===== src/rtl/cpu_io_peripheral.sv =====
// Port-side I/O peripheral: input byte FIFO with interrupt pulse toward the CPU, output latch toward a consumer.
// Optional interrupt FSM built only when CPU_IO_PERIPH_INT_EN is defined; otherwise int_sig is tied low.
module cpu_io_peripheral #(
    parameter int DEPTH     = 4,
    parameter int INT_PULSE = 2
) (
    input  logic                       clk,
    input  logic                       rst,
    input  logic [7:0]                 src_data,
    input  logic                       src_valid,
    output logic                       src_ready,
    output logic [7:0]                 I_Port,
    input  logic                       in_rd,
    output logic                       int_sig,
    input  logic [7:0]                 O_Port,
    input  logic                       out_wr,
    output logic [7:0]                 dst_data,
    output logic                       dst_valid,
    input  logic                       dst_ready,
    output logic [$clog2(DEPTH):0]     in_count,
    output logic                       ovf
);
    localparam int AW = $clog2(DEPTH);
    localparam int CW = AW + 1;

    logic [7:0]    mem [DEPTH];
    logic [AW-1:0] wr_ptr;
    logic [AW-1:0] rd_ptr;
    logic [CW-1:0] count;
    logic          full;
    logic          empty;
    logic          push;
    logic          pop;

    assign full      = (count == CW'(DEPTH));
    assign empty     = (count == '0);
    assign push      = src_valid && !full;
    assign pop       = in_rd && !empty;
    assign src_ready = !full;
    assign in_count  = count;
    assign I_Port    = empty ? 8'h00 : mem[rd_ptr];

    // Storage needs no reset: the head is masked by empty.
    always_ff @(posedge clk) begin
        if (push) begin
            mem[wr_ptr] <= src_data;
        end
    end

    always_ff @(posedge clk or posedge rst) begin
        if (rst) begin
            wr_ptr <= '0;
            rd_ptr <= '0;
            count  <= '0;
        end else begin
            if (push) begin
                wr_ptr <= wr_ptr + 1'b1;
            end
            if (pop) begin
                rd_ptr <= rd_ptr + 1'b1;
            end
            case ({push, pop})
                2'b10:   count <= count + 1'b1;
                2'b01:   count <= count - 1'b1;
                default: count <= count;
            endcase
        end
    end

`ifdef CPU_IO_PERIPH_INT_EN
    typedef enum logic [1:0] {IDLE, PULSE, WAIT} int_state_t;

    int_state_t state;
    logic [3:0] pulse_cnt;
    logic       int_q;

    // Only an empty -> non-empty transition interrupts; WAIT absorbs further pushes.
    always_ff @(posedge clk or posedge rst) begin
        if (rst) begin
            state     <= IDLE;
            pulse_cnt <= '0;
            int_q     <= 1'b0;
        end else begin
            case (state)
                IDLE: begin
                    if (!empty) begin
                        state     <= PULSE;
                        pulse_cnt <= 4'd1;
                        int_q     <= 1'b1;
                    end
                end
                PULSE: begin
                    if (pulse_cnt == 4'(INT_PULSE)) begin
                        int_q <= 1'b0;
                        state <= empty ? IDLE : WAIT;
                    end else begin
                        pulse_cnt <= pulse_cnt + 1'b1;
                    end
                end
                WAIT: begin
                    if (empty) begin
                        state <= IDLE;
                    end
                end
                default: begin
                    state <= IDLE;
                    int_q <= 1'b0;
                end
            endcase
        end
    end

    assign int_sig = int_q;
`else
    assign int_sig = 1'b0;
`endif

    // A write into an unaccepted byte is dropped and flagged; a same-cycle accept frees the slot.
    always_ff @(posedge clk or posedge rst) begin
        if (rst) begin
            dst_data  <= 8'h00;
            dst_valid <= 1'b0;
            ovf       <= 1'b0;
        end else if (out_wr) begin
            if (!dst_valid) begin
                dst_data  <= O_Port;
                dst_valid <= 1'b1;
            end else if (dst_ready) begin
                dst_data <= O_Port;
            end else begin
                ovf <= 1'b1;
            end
        end else if (dst_valid && dst_ready) begin
            dst_valid <= 1'b0;
        end
    end

endmodule


===== config.mk =====
export PLATFORM = sky130hd
export DESIGN_NAME = cpu_io_peripheral
export DESIGN_NICKNAME = d
export VERILOG_FILES = /design/src/rtl/cpu_io_peripheral.sv
export SDC_FILE = /design/constraint.sdc
export NUM_CORES = 1
export LEC_CHECK = 0
export ABC_AREA = 0
export BUFFER_PORTS_ARGS = -buffer_cell sky130_fd_sc_hd__buf_2
export CAP_MARGIN = 20
export CORE_UTILIZATION = 53
export DETAILED_ROUTE_END_ITERATION = 8
export PLACE_DENSITY = 0.78
export SLEW_MARGIN = 20
export SYNTH_ARGS = -nofsm -noshare
export SYNTH_HDL_FRONTEND = slang
export SYNTH_SLANG_ARGS = --single-unit

===== constraint.sdc =====
create_clock -name clk -period 2.87 [get_ports clk]
set_input_delay 0 -clock clk [delete_from_list [all_inputs] [get_ports clk]]
set_output_delay 0 -clock clk [all_outputs]
set_load 0.02 [all_outputs]

==> results.toml <==
[outcome]
status = "finished clean"

[floorplan]
ioPinCount = 45
placement_rows = 22
chipHeight_microns = 63.63
initial_core_util_pct = 54.99
fp.dieW_microns = 63.63
die_area_sq_um = 4049
coreArea_sq_um = 3661

[setup_path]
critPathKind = "reg -> reg"
max_stage_delay_ps = 440
critPathBufInv = 2
start_kind = "register"
crit_required_ps = 3090
cp_max_fo = 6
endpoint_kind = "register"
critPathLaunch = "in_count[0]"
timing.rr.start = "in_count[0]"
crit_arrival_ps = 2520
cp_slowest_cell = "or3b_4"
cp_cell_sequence = "or3b_4, and2_4, inv_1, ha_1, inv_1, fa_1, xor2_1, nor2_1, xor2_1"
cp_top_family = "simple AND/OR/NAND/NOR gates"

[route]
drc_errors = 0
drt_wl_total_microns = 3660
drtPass1Iterations = 5
viasPerCell = 5.000
drtAntennaViolNets = 0
num_vias = 1140
initialDrtViolationCount = 30
wl_per_cell_microns = 16.05

[synthesis]
synth_flop_cell = "edfxtp_1"
syn_nets = 142
synthAdderAreaFrac_pct = 4.102
syn_inst = 114
yosys.area_share.xor_xnor_pct = 2.610
synth-simple-area-share_pct = 6.712
synthMuxAreaShare_pct = 14.67
ys_async_sr_fraction_pct = 34.69
synth_seq_area_share_pct = 68.86
synth_edf_count = 32
synth_area_sq_um = 2013
yosys_warnings = 0
synth_compound_area_share_pct = 0.3729
synth_top_family_by_area = "multiplexers"
syn_area_per_cell_sq_um = 17.66
ys_ff_latch = 49
synth_cell_types = 25

[sta]
fin_crit_ps = 2299
min_period_over_period_pct = 80.10
slew_headroom_pct = 54.91
setup_viol_count_final = 0
holdWs_ps = 38.00
drv_slew = 0
hold_viol = 0
rsz0062_at_grt = "no"
fin_setup_tns_ps = 0
fmax_mhz = 435.0
clock_skew_ps = 5.607
tightest_slew_ps = 675.7

[final_layout]
nets = 207
syn2layout_area_growth_pct = 27.41
drive_gt1_share_pct = 40.00
antenna_cells = 0
nFillCells = 240
fin_cells = 228

[global_route]
overflow = 0
track_usage_pct = 21.17
grt_start_max_net_pins = 18
first_global_vias = 1269
grt_pass1_wl_microns = 6106
grt_antenna_before_repair = 0

[place]
hpwl_microns = 2389
numPortBuffers = 43
place_inst = 201
gp_congestion = 0.7220

[hold_path]
hold_path_class = "in -> reg"
hp-start = "dst_ready"

[cts]
numCtsBuffers = 5
clkTransAtPathRegs_ps = 80
postCtsSetupRepairBufs = 0
cts_resized = 0
clockBufferDepth = 2
cts.sinks = 49
cts_root_buf = "clkbuf_8"
insertion_delay_ps = 300
hold_buffers = 19
cts-htree-levels = 2
cts_tree = "done"

[power_and_ir_drop]
pwr-share-comb_pct = 36.4
p_per_area_nw_per_um2 = 937.3
p_leak_uw = 0.001061
switching_share_pct = 33.54
intPower_uw = 1598
power_uw = 2404
seqPwrFrac_pct = 44.1
p_sw_uw = 806.2
p_clk_share_pct = 19.6
ir_drop_v = 0.0005525

[job]
drv_cap = 0
==> cells in the mapped netlist, types with 2 or more instances <==
library cell | count | area share [%]
clkbuf_1 | 2 | 0.37
dfrtp_1 | 17 | 21
mux4_2 | 8 | 8.9
inv_1 | 8 | 1.5
xnor2_1 | 3 | 1.3
and2_1 | 9 | 2.8
edfxtp_1 | 32 | 48
ha_1 | 5 | 3.1
and3_2 | 4 | 1.5
mux2_2 | 8 | 4.5
xor2_1 | 3 | 1.3
nand2_1 | 2 | 0.37
==> worst paths after layout <==
path / cells past startpoint / to / slack (ps)
max in group asynchronous: 3 / dst_data[1] / 2090
min: 3 / ovf / 40
min in group asynchronous: 3 / wr_ptr[0] / 350
max: 9 / in_count[2] / 570
min reg2reg: 1 / ovf / 480
max reg2reg: 9 / in_count[2] / 570
==> registers in the layout, indices dropped and copies added (netlist names) <==
name       count
in_count       3
mem           32
ovf            1
rd_ptr         2
wr_ptr         2
dst_valid      1
dst_data       8
==> layout by cell type, fill, tap and decap left out <==
cell / count
edfxtp_1: 32
nand2b_1: 1
buf_2: 43
and3_2: 4
dlygate4sd3_1: 19
and2_4: 1
nand2_1: 2
clkinv_1: 1
mux2_4: 1
conb_1: 1
fa_1: 1
ha_1: 5
mux2i_1: 1
mux4_2: 8
o21bai_1: 1
or3_1: 1
or3b_4: 1
mux2_2: 8
clkbuf_8: 5
xnor2_1: 3
bufinv_16: 1
inv_1: 8
nand3_1: 1
and2_1: 9
nor2_1: 1
xor2_1: 3
dfrtp_1: 17
clkbuf_1: 1
==> metal layers <==
layer	vias up	global-route usage [%]	share of wire, %
met3	4	6.159	3.8
met1	574	27.20	44
li1	534	-	-
met5	-	0	0
met4	0	5.966	0.77
met2	28	34.97	52
==> cell families after synthesis <==
family,after synthesis
buf+inv,12
other cells,1
mux,18
compound gates,1
simple gates,21
fa+ha+maj,6
flops,49
xor+xnor,6
==> worst reg2reg max path: cells and delay by family, from the launching register on <==
| family | cells | cell delay, ps |
|---|---|---|
| flip-flops | 1 | 430 |
| XOR/XNOR | 2 | 330 |
| AND/OR/NAND/NOR | 3 | 770 |
| buffers and inverters | 2 | 140 |
| adder cells (fa/ha/maj) | 2 | 560 |
==> cell type report <==
cell class | count | area (sq um) | share of cell area (%)
sequential | 49 | 1386 | 54.05
multi-input combinational | 53 | 576.8 | 22.49
timing repair buffer | 62 | 405.4 | 15.80
clock buffer | 6 | 72.57 | 2.829
tap | 48 | 60.06 | 2.341
clock inverter | 2 | 33.78 | 1.317
inverter | 8 | 30.03 | 1.171
==> stage by stage <==
step	utilization (%)	setup slack, ps	cell area, sq um
2_1_floorplan	-	642.9	2013
3_3_place_gp	61.96	733.4	2268
3_5_place_dp	61.96	622.7	2268
4_1_cts	70.06	601.4	2565
5_1_grt	70.06	450.8	2565
6_report	70.06	571.0	2565
==> power by group through the flow <==
| stage | registers (uW) | clock network (uW) | logic, uW |
|---|---|---|---|
| 2_1_floorplan | 1040 | 0 | 626 |
| 3_3_place_gp | 1060 | 0 | 831 |
| 3_5_place_dp | 1080 | 0 | 861 |
| 4_1_cts | 1060 | 475 | 885 |
| 5_1_grt | 1080 | 505 | 945 |
| 6_report | 1060 | 470 | 874 |
(Power assumes the default switching activity.)
